===== config.mk =====
export PLATFORM = sky130hd
export DESIGN_NAME = imem_loader
export DESIGN_NICKNAME = d
export VERILOG_FILES = /design/src/rtl/imem_loader.sv
export SDC_FILE = /design/constraint.sdc
export NUM_CORES = 1
export LEC_CHECK = 0
export CORE_ASPECT_RATIO = 1.2
export CORE_MARGIN = 4
export CORE_UTILIZATION = 39
export DETAILED_ROUTE_END_ITERATION = 8
export RECOVER_POWER = 25
export SLEW_MARGIN = 20
export SYNTH_ARGS = -nofsm -noshare
export SYNTH_HDL_FRONTEND = slang
export SYNTH_SLANG_ARGS = --single-unit
export TNS_END_PERCENT = 100

===== constraint.sdc =====
create_clock -name clk -period 3.5 [get_ports clk]
set_clock_uncertainty 0.1 [all_clocks]
set_input_delay 0.7 -clock clk [delete_from_list [all_inputs] [get_ports clk]]
set_output_delay 0.7 -clock clk [all_outputs]
set_load 0.02 [all_outputs]

===== src/rtl/imem_loader.sv =====
// imem_loader
//
// Program loader that fills the byte-addressed instruction memory before the
// CPU runs. Each 32-bit instruction word is accepted on a valid/ready stream.
// It is then written as four byte writes in little-endian order: byte base+0
// receives bits [7:0] and byte base+3 receives bits [31:24]. A fetch of
// {Mem[PC+3],Mem[PC+2],Mem[PC+1],Mem[PC]} therefore returns the original word.
//
// Parameters:
//   MEM_BYTES  memory capacity in bytes (multiple of 4)
//   ADDR_W     width of mem_addr (matches PC width)
//
// Ports:
//   clk        rising-edge clock
//   reset      synchronous, active-low reset
//   start      one-cycle pulse: begin a load at byte address 0
//   in_valid   in_word / in_last valid
//   in_ready   loader accepts a word this cycle
//   in_word    instruction word
//   in_last    marks the final word of the program
//   mem_we     byte write enable to instruction memory
//   mem_addr   byte address of the current write
//   mem_wdata  byte to write
//   busy       load in progress (waiting for a word or writing one)
//   done       load finished; held until the next start or reset
//   overflow   memory filled without seeing in_last; held like done

module imem_loader #(
    parameter int MEM_BYTES = 36,
    parameter int ADDR_W    = 32
) (
    input  logic              clk,
    input  logic              reset,
    input  logic              start,
    input  logic              in_valid,
    output logic              in_ready,
    input  logic [31:0]       in_word,
    input  logic              in_last,
    output logic              mem_we,
    output logic [ADDR_W-1:0] mem_addr,
    output logic [7:0]        mem_wdata,
    output logic              busy,
    output logic              done,
    output logic              overflow
);

    typedef enum logic [1:0] {
        IDLE,
        WAIT_WORD,
        WRITE,
        DONE
    } state_t;

    // Base address at which the last word slot ends; reaching it means full.
    localparam logic [ADDR_W-1:0] MEM_LIMIT = ADDR_W'(MEM_BYTES);

    state_t            state, state_next;
    logic [ADDR_W-1:0] base, base_next;
    logic [1:0]        idx, idx_next;
    logic [31:0]       word, word_next;
    logic              last, last_next;
    logic              done_next;
    logic              overflow_next;
    logic [ADDR_W-1:0] base_plus4;

    assign base_plus4 = base + ADDR_W'(4);

    always_ff @(posedge clk) begin
        if (!reset) begin
            state    <= IDLE;
            base     <= '0;
            idx      <= '0;
            word     <= '0;
            last     <= 1'b0;
            done     <= 1'b0;
            overflow <= 1'b0;
        end else begin
            state    <= state_next;
            base     <= base_next;
            idx      <= idx_next;
            word     <= word_next;
            last     <= last_next;
            done     <= done_next;
            overflow <= overflow_next;
        end
    end

    // Next-state logic. Because in_ready is exactly (state == WAIT_WORD),
    // a handshake in WAIT_WORD reduces to in_valid alone. start is only
    // honoured in IDLE and DONE, so a stray pulse mid-load cannot restart
    // the address sequence.
    always_comb begin
        state_next    = state;
        base_next     = base;
        idx_next      = idx;
        word_next     = word;
        last_next     = last;
        done_next     = done;
        overflow_next = overflow;

        case (state)
            IDLE: begin
                if (start) begin
                    state_next = WAIT_WORD;
                    base_next  = '0;
                end
            end

            WAIT_WORD: begin
                if (in_valid) begin
                    word_next  = in_word;
                    last_next  = in_last;
                    idx_next   = 2'd0;
                    state_next = WRITE;
                end
            end

            WRITE: begin
                // idx wraps from 3 back to 0, ready for the next word.
                idx_next = idx + 2'd1;
                if (idx == 2'd3) begin
                    base_next = base_plus4;
                    // in_last wins over the full check, so a final word that
                    // also fills the last slot ends cleanly without overflow.
                    if (last) begin
                        state_next = DONE;
                        done_next  = 1'b1;
                    end else if (base_plus4 == MEM_LIMIT) begin
                        state_next    = DONE;
                        done_next     = 1'b1;
                        overflow_next = 1'b1;
                    end else begin
                        state_next = WAIT_WORD;
                    end
                end
            end

            DONE: begin
                if (start) begin
                    state_next    = WAIT_WORD;
                    base_next     = '0;
                    done_next     = 1'b0;
                    overflow_next = 1'b0;
                end
            end

            default: begin
                state_next = IDLE;
            end
        endcase
    end

    // Byte lane selection: idx 0 drives the least significant byte.
    always_comb begin
        mem_wdata = word[7:0];
        case (idx)
            2'd0:    mem_wdata = word[7:0];
            2'd1:    mem_wdata = word[15:8];
            2'd2:    mem_wdata = word[23:16];
            default: mem_wdata = word[31:24];
        endcase
    end

    assign in_ready = (state == WAIT_WORD);
    assign mem_we   = (state == WRITE);
    assign busy     = (state == WAIT_WORD) || (state == WRITE);
    assign mem_addr = base + ADDR_W'(idx);

endmodule


==> impl_results.md, run 1 <==
- Crit path launch type: flop
- Layout filler cell count: 1063
- DR vias: 4126
- Htree depth: 3
- Final period utilization: 91.9%
- Die width: 103 µm
- Pwr dens: 564 mW/mm²
- Worst skew pair latency: 0.34 ns
- Vert. Die Dim: 122 µm
- Drt wl/cell: 16.8 µm
- First-pass GRT wire length: 19800 µm
- Area of the multi-input gates: 0.00235 mm²
- Rel. slew slack: -17.1%
- Seq/Total Area, Yosys: 33.0%
- CP arrival: 2.42 ns
- Rows: 41
- Clock Path Buffers: 2
- Design Area, Final: 0.00516 mm²
- Syn Nets: 619
- Grt ovf: 0
- Post-synth EDFFs: 0
- Flops & latches, synth: 69
- DRT Pass-1 Iters: 5
- Register area: 0.00138 mm²
- Remaining antenna violation count: 0
- Post-synthesis async set-or-reset flop share: 0%
- Initial antenna violation count: 0
- Critical path class: flop to primary output
- Final wirelength: 12300 µm
- Top_reg_cell synth: dfxtp_1
- Clk root buf: clkbuf_16
- Top achievable clock speed: 0.311 GHz
- Crit path max fanout: 17
- Sink Count: 69
- Min Tclk post-route: 3.22 ns
- Drt initial violations: 255
- DRC viols: 0
- Failing checks: capacitance limit, slew limit
- Synth warnings: 0
- Max VDD drop: 300 µV
- Unrepaired setup endpoints after global routing: false
- Synthesis-to-finish area growth: 23.1%
- Crit. End Element: primary output
- Fin. Hold Viols: 0
- Total GRT Usage: 20.0%
- I/O Buffers: 81
- Setup TNS: 0 ns
- Most common cell after layout, fill and taps aside: nand2_1
- Number of max-cap violations: 1
- Initial Util: 39.8%
- Commonest cells after routing, fill and taps aside: nand2_1, clkdlybuf4s50_1, a21oi_1, dfxtp_1, nor2_1
- Gpl congestion: 0.944
- Synth Instances: 572
- Outcome: finished with violations
- P_leak: 0.00179 µW
- Synthesized cell area: 0.00419 mm²
- DIE AREA: 0.0125 mm²
- Core ar.: 0.0105 mm²
- CP Data Required Time: 2.70 ns
- Final nets: 648
- Yosys cell types: 64
- CTS buffer count: 9
- Ant diodes: 0
- Detailed Place HPWL: 8720 µm
- Slew Viols, Final: 39
- Clk pin slew, worst setup/hold paths: 0.06 ns
- Vias in the first global route: 4010
- Largest net degree at the start of global routing: 39
- Syn Area/Cell: 7.32 µm²
- CTS tree: built
- Slew @ Worst Pin: 1.76 ns
- Cell Area, Placed: 0.00488 mm²
- IO Count: 82
- Setup violators final: 0
- Vias per inst: 5.62
- Share of cells above drive strength 1: 8.26%
- Type of the tightest min-delay check: flop to flop
## what timing repair did
item | CTS | global route
hold buffers | 0 | 0
setup endpoints to repair | 0 | 2
gates resized for setup | 0 | 1
setup buffers | 0 | 0
## layout make-up
type / count / area share [%]
tap: 129 / 3.13
clock inverter: 6 / 1.26
clock buffer: 9 / 4.37
sequential: 69 / 26.8
inverter: 12 / 0.873
timing repair buffer: 98 / 18.0
multi-input combinational: 411 / 45.5
## routing by layer
metal / wire [µm] / GRT usage, % / part of all wire (%)
met2: 5970 / 33.1 / 48
met3: 650 / 4.12 / 5.3
met1: 5470 / 25.8 / 44
met4: 234 / 6.56 / 1.9
met5: 0 / 0 / 0
## power breakdown
part | internal [µW] | switching [µW]
clock network | 547 | 359
registers | 856 | 48.5
logic | 392 | 706
total | 1800 | 1110
## critical path, cell delays in order, from the launching register on
cell and delay (ns):
dfxtp_1 0.42, ha_1 0.26, clkinv_1 0.45, a21oi_1 0.31
clkdlybuf4s50_1 0.63
## cells in the mapped netlist, types with 5 or more instances
library cell,count,area share [%]
nand2_1,94,8.4
a21oi_1,76,9.1
dfxtp_1,69,33
clkbuf_1,55,4.9
nor2_1,48,4.3
o21ai_0,31,3.7
nand3_1,16,1.9
nor3_1,13,1.6
nand4_1,11,1.6
ha_1,10,3.0
inv_1,10,0.90
a222oi_1,8,1.9
xnor2_1,8,1.7
a31oi_1,7,1.0
and2_1,6,0.90
clkbuf_8,6,2.0
nor4_1,6,0.90
a2111oi_0,5,1.0
a211oi_1,5,0.90
buf_4,5,0.90
## flip-flops by register name, indices dropped and copies added (netlist names)
register	flops
word	32
base	30
idx	2
state	2
done	1
last	1
overflow	1
## worst paths after layout
check	endpoint	startpoint	slack, ns	depth (start not counted)
min reg2reg	word[9]$_SDFFE_PN0P_	word[9]$_SDFFE_PN0P_	0.36	2
max	mem_wdata[4]	idx[0]$_SDFFE_PN0P_	0.28	4
max reg2reg	done$_SDFFE_PN0P_	base[8]$_SDFFE_PN0P_	0.29	8
min	word[9]$_SDFFE_PN0P_	word[9]$_SDFFE_PN0P_	0.36	2
## cells by family after synthesis
family	synth area share [%]
compound gates	22.7
xor+xnor	2.51
flops	33.0
fa+ha+maj	2.99
buf+inv	11.1
mux	0.478
simple gates	27.2
## stage by stage
step	power [µW]	worst slack (ns)	instances	hold WS [ns]	util [%]
global route	3090	0.0552	734	0.377	49.0
global placement	2030	0.425	719	0.342	46.4
detailed placement	2020	0.322	719	0.350	46.4
CTS	2940	0.243	734	0.356	49.2
floorplan	1600	0.334	572	0.333	-
finish	2910	0.285	734	0.357	49.0
Note: power is estimated with default switching activity, not from simulation.
==> run 2, diff against run 1 <==
--- a/config.mk
+++ b/config.mk
@@ -5,8 +5,8 @@
 export SDC_FILE = /design/constraint.sdc
 export NUM_CORES = 1
 export LEC_CHECK = 0
+export CAP_MARGIN = 20
 export CORE_ASPECT_RATIO = 1.2
-export CORE_MARGIN = 4
 export CORE_UTILIZATION = 39
 export DETAILED_ROUTE_END_ITERATION = 8
 export RECOVER_POWER = 25
==> run 2 against run 1 <==
Effect of this change:
- utilization grew 0.72 points
- count of clock-buffer cells in the layout rose by 2
- worst hold slack better by 0.0016 ns
- flip-flop and latch count did not move
- the flow now finishes without violations
- via count rose by 0.70%
- largest power group unchanged
- final cell count is 0.14% higher
- fmax is 0.98% lower
- total power grew 4.6%
- sequential share of layout area decreased by 0.26 points
- register-to-register slack gained 0.08 ns
==> impl_results.md, run 2 (same netlist as run 1, synthesis figures left out) <==
- Layout filler cell count: 1062
- Htree depth: 3
- Total GRT Usage: 22.0%
- Top achievable clock speed: 0.308 GHz
- Largest net degree at the start of global routing: 34
- Gpl congestion: 0.901
- Number of max-cap violations: 0
- Initial Util: 40.0%
- DRT Pass-1 Iters: 5
- Cell Area, Placed: 0.00486 mm²
- Final nets: 648
- Clk root buf: clkbuf_16
- Drt initial violations: 161
- Design Area, Final: 0.00521 mm²
- Final wirelength: 12100 µm
- Register area: 0.00138 mm²
- # hold bufs at CTS: 0
- CP peak stage delay: 0.64 ns
- Die width: 96.6 µm
- Synthesis-to-finish area growth: 24.3%
- Placed cell count: 718
- Share of cells above drive strength 1: 8.42%
- Rows: 41
- Int Power: 1920 µW
- Grt ovf: 0
- Sink Count: 69
- Largest delay contributor family on the critical path: buffers and inverters
- Switch Pwr: 1130 µW
- Commonest cells after routing, fill and taps aside: nand2_1, clkdlybuf4s50_1, a21oi_1, dfxtp_1, nor2_1
- Max VDD drop: 315 µV
- Type of the tightest min-delay check: flop to flop
- Core ar.: 0.0105 mm²
- Ant diodes: 0
- Clock Path Buffers: 2
- DIE AREA: 0.0112 mm²
- Largest regs: word: 32 flops, base: 30 flops
- Hold Path Depth: 2
- CTS tree: built
- Unrepaired setup endpoints after global routing: false
- Final Non-Filler Cells: 735
- DRC viols: 0
- Hold slack final: 0.359 ns
- Crit path max fanout: 17
- Setup TNS: 0 ns
- Detailed Place HPWL: 8430 µm
- Vert. Die Dim: 116 µm
- Combinational share of power: 36.7%
- Crit path launch type: flop
- Rel. slew slack: 10.1%
- P_leak: 0.00181 µW
- I/O Buffers: 81
- Sequential Power Share: 29.7%
- Min Tclk post-route: 3.25 ns
- DR vias: 4155
- Area of the multi-input gates: 0.00234 mm²
- Final period utilization: 92.8%
- Worst path slowest cell: clkdlybuf4s50_1
- Number of cells on the critical path: 4
- Clk pin slew, worst setup/hold paths: 0.06 ns
- Outcome: finished, final reports clean
- Sw Ratio: 37.0%
- Initial antenna violation count: 0
- Fin. Hold Viols: 0
- Crit-path cells: ha_1 -> clkinv_1 -> a21oi_1 -> clkdlybuf4s50_1
- Critical path class: flop to primary output
- Pwr dens: 585 mW/mm²
- Slew @ Worst Pin: 1.35 ns
- Worst skew pair latency: 0.34 ns
- Vias per inst: 5.65
- Post-CTS Setup Bufs: 0
- First-pass GRT wire length: 19700 µm
- Max FFs per register: 32
- Buf/Inv on CP: 2
- IO Count: 82
- CP arrival: 2.45 ns
- Top reg by flops: word
- Crit. End Element: primary output
- Post-CTS Resized: 0
- R2R depth: 8
- Drt wl/cell: 16.5 µm
- Remaining antenna violation count: 0
- Setup violators final: 0
- Slew Viols, Final: 0
- Most common cell after layout, fill and taps aside: nand2_1
- CP Data Required Time: 2.70 ns
- Clk network pwr share: 33.6%
- Vias in the first global route: 3863
- CTS buffer count: 9
[run 2: stage by stage]
step	power (µW)	utilization (%)	worst slack, ns
floorplan	1600	-	0.334
global placement	2020	46.4	0.451
detailed placement	2030	46.4	0.393
CTS	3060	49.7	0.235
global route	3220	49.8	0.0750
finish	3040	49.8	0.253
[run 2: final timing paths]
path | from | to | slack, ns
setup reg to reg | base[12]$_SDFFE_PN0P_ | done$_SDFFE_PN0P_ | 0.37
setup / recovery | idx[1]$_SDFFE_PN0P_ | mem_wdata[2] | 0.25
hold / removal | word[11]$_SDFFE_PN0P_ | word[11]$_SDFFE_PN0P_ | 0.36
hold reg to reg | word[11]$_SDFFE_PN0P_ | word[11]$_SDFFE_PN0P_ | 0.36
[run 2: power by group through the flow]
stage	Sequential, µW	Combinational, µW	Clock [µW]
final	905	1120	1020
after global routing	915	1230	1070
after CTS	905	1120	1040
after detailed placement	923	1110	0
after global placement	919	1100	0
after floorplan	915	683	0
[run 2: layout make-up]
| class | count | area share (%) |
|---|---|---|
| Clock buffer | 11 | 4.85 |
| Sequential cell | 69 | 26.5 |
| Tap cell | 129 | 3.10 |
| Timing Repair Buffer | 98 | 18.1 |
| Inverter | 12 | 0.865 |
| Clock inverter | 5 | 1.59 |
| Multi-Input combinational cell | 411 | 45.0 |
[run 2: tightest hold or removal path, stage by stage, from the launching register on]
cell     delay (ns)
dfxtp_1        0.31
nand2_1        0.05
a21oi_1        0.05
[run 2: layer usage]
layer	GRT usage (%)	wire (µm)
met1	26.0	5340
met2	39.1	5930
met3	4.10	577
met4	9.55	256
met5	0	0
==> run 3, diff against run 2 <==
--- a/config.mk
+++ b/config.mk
@@ -5,10 +5,12 @@
 export SDC_FILE = /design/constraint.sdc
 export NUM_CORES = 1
 export LEC_CHECK = 0
+export ABC_AREA = 1
 export CAP_MARGIN = 20
 export CORE_ASPECT_RATIO = 1.2
 export CORE_UTILIZATION = 39
 export DETAILED_ROUTE_END_ITERATION = 8
+export GPL_TIMING_DRIVEN = 0
 export RECOVER_POWER = 25
 export SLEW_MARGIN = 20
 export SYNTH_ARGS = -nofsm -noshare
==> run 3 against run 2 <==
Effect of this change:
- utilization grew 4.0 points
- worst hold slack gained 0.025 ns
- routed wire length decreased by 11%
- first-iteration DRC count is 30% lower
- count of clock-buffer cells in the layout did not move
- final cell count grew 17%
- die area is 5.5% lower
- via count decreased by 1.8%
- setup slack better by 0.15 ns
- critical path type unchanged
- largest power group is now registers
- highest routed layer unchanged
==> impl_results.md, run 3 <==
- Outcome: finished, final reports clean
- Total GRT Usage: 22.0%
- Crit path launch type: flop
- Rows: 39
- CP Data Required Time: 2.70 ns
- CP arrival: 2.30 ns
- Critical path class: flop to primary output
- Slew @ Worst Pin: 0.544 ns
- Max FFs per register: 32
- Vert. Die Dim: 112 µm
- Largest net degree at the start of global routing: 12
- Ant diodes: 0
- I/O Buffers: 81
- Unrepaired setup endpoints after global routing: false
- Syn Nets: 686
- # hold bufs at CTS: 0
- Grt ovf: 0
- Crit. End Element: primary output
- Post-synthesis async set-or-reset flop share: 0%
- Post-synth top area cell: dfxtp_1
- Initial antenna violation count: 0
- Number of max-cap violations: 0
- Fin. Hold Viols: 0
- Top post-synthesis cells by area: dfxtp_1, nand2_1, nor2_1, a21oi_1, o21ai_0
- Setup TNS: 0 ns
- Final period utilization: 88.5%
- Type of the tightest min-delay check: flop to flop
- Rel. slew slack: 63.7%
- Vias in the first global route: 3847
- P_leak: 0.00194 µW
- DRT Pass-1 Iters: 6
- Flops & latches, synth: 69
- Largest regs: word: 32 flops, base: 30 flops
- First-pass GRT wire length: 18000 µm
- Post-synth top cells: nand2_1, nor2_1, dfxtp_1
- Clk root buf: clkbuf_16
- Post-CTS Setup Bufs: 0
- Min Tclk post-route: 3.10 ns
- Top reg by flops: word
- DRC viols: 0
- Place WS: 0.616 ns
- Clock Path Buffers: 2
- Worst skew pair latency: 0.33 ns
- Post-synth EDFFs: 0
- DIE AREA: 0.0106 mm²
- Max VDD drop: 305 µV
- Synth Instances: 639
- Syn Area/Cell: 6.19 µm²
- DR vias: 4079
- Final cell utilization of the core: 53.8%
- Synthesized cell area: 0.00396 mm²
- Sink Count: 69
- Htree depth: 3
- Yosys cell types: 29
- Commonest cells after routing, fill and taps aside: nand2_1, nor2_1, clkdlybuf4s50_1, dfxtp_1, clkbuf_1
- Drt initial violations: 113
- Synthesis-to-finish area growth: 32.0%
- Post-CTS Resized: 0
- Initial Util: 40.7%
- Most common cell after layout, fill and taps aside: nand2_1
- Top_reg_cell synth: dfxtp_1
- Share of the synthesized area in the top cell type: 34.9%
- Clk pin slew, worst setup/hold paths: 0.05 ns
- Vias per inst: 4.75
- Final wirelength: 10800 µm
- Die width: 93.9 µm
- IO Count: 82
- Final nets: 778
- Top achievable clock speed: 0.323 GHz
- Gpl congestion: 0.888
- Slew Viols, Final: 0
- Synth warnings: 0
- Remaining antenna violation count: 0
- Final worst slack: 0.401 ns
- CTS buffer count: 9
- Layout filler cell count: 1010
- Share of cells above drive strength 1: 5.99%
- Detailed Place HPWL: 8430 µm
- CTS tree: built
- Core ar.: 0.00971 mm²
- Drt wl/cell: 12.6 µm
- Pwr dens: 530 mW/mm²
- Setup violators final: 0
- Crit path max fanout: 8
- Seq/Total Area, Yosys: 34.9%
- Count leader, synth: nand2_1
run 3: changes by cell type after synthesis, moves of 7 or more:
cell,previous run,this run
a21oi_1,76,44
nor3_1,13,0
nand3b_1,3,11
nor2_1,48,126
clkbuf_1,55,46
inv_1,10,39
nand2_1,94,182
nand4_1,11,2
xnor2_1,8,1
o21ai_0,31,42
nand2_2,0,7
a222oi_1,8,0
run 3: routing by layer:
layer  up-vias  GRT usage, %  wire, µm
met1      1788          26.0      4730
met3        20          3.66       411
li1       2169             -         -
met2       102          37.8      5360
met5         -             0         0
met4         0          11.1       311
run 3: kinds of logic after synthesis:
family / after synthesis / synth area share [%]
flip-flops: 69 / 34.9
buffers and inverters: 95 / 9.55
adder cells (fa/ha/maj): 10 / 3.16
AO/OA/AOI/OAI: 98 / 12.8
XOR/XNOR: 5 / 1.11
AND/OR/NAND/NOR: 362 / 38.4
run 3: final timing paths:
check	start	to	slack [ns]	cells past startpoint
worst max-delay path	idx[0]$_SDFFE_PN0P_	mem_wdata[2]	0.40	6
worst min-delay path	done$_SDFFE_PN0P_	done$_SDFFE_PN0P_	0.38	2
worst max register to register	idx[0]$_SDFFE_PN0P_	base[26]$_SDFFE_PN0P_	0.87	11
worst min register to register	done$_SDFFE_PN0P_	done$_SDFFE_PN0P_	0.38	2
run 3: metrics by stage:
step	power (µW)	area [µm²]	hold WS, ns	std cells
after CTS	2810	5220	0.388	858
final	2770	5220	0.384	858
after global routing	2960	5220	0.410	858
after detailed placement	1880	4920	0.373	843
after floorplan	1550	3960	0.355	639
after global placement	1870	4920	0.363	843
run 3: power by group:
part           switching, µW  internal, µW  total (µW)  leakage, µW
clock network            336           583         919     0.000147
registers               68.5           899         968     0.000561
logic                    559           324         883      0.00123
run 3: area by class of cell:
| cell class | count | area (µm²) | share of cell area [%] |
|---|---|---|---|
| timing repair buffer | 81 | 811 | 15.5 |
| inverter | 42 | 158 | 3.02 |
| buffer | 53 | 220 | 4.22 |
| clock buffer | 11 | 253 | 4.84 |
| tap | 123 | 154 | 2.95 |
| multi-input combinational | 475 | 2200 | 42.1 |
| sequential | 69 | 1380 | 26.5 |
| clock inverter | 4 | 47.5 | 0.911 |
run 3: worst max-delay path: stages, from the launching register on:
cell and delay (ns):
dfxtp_1 0.36, inv_1 0.13, ha_1 0.16, clkbuf_1 0.35, nand2_1 0.10, a31oi_1 0.22
clkdlybuf4s50_1 0.64
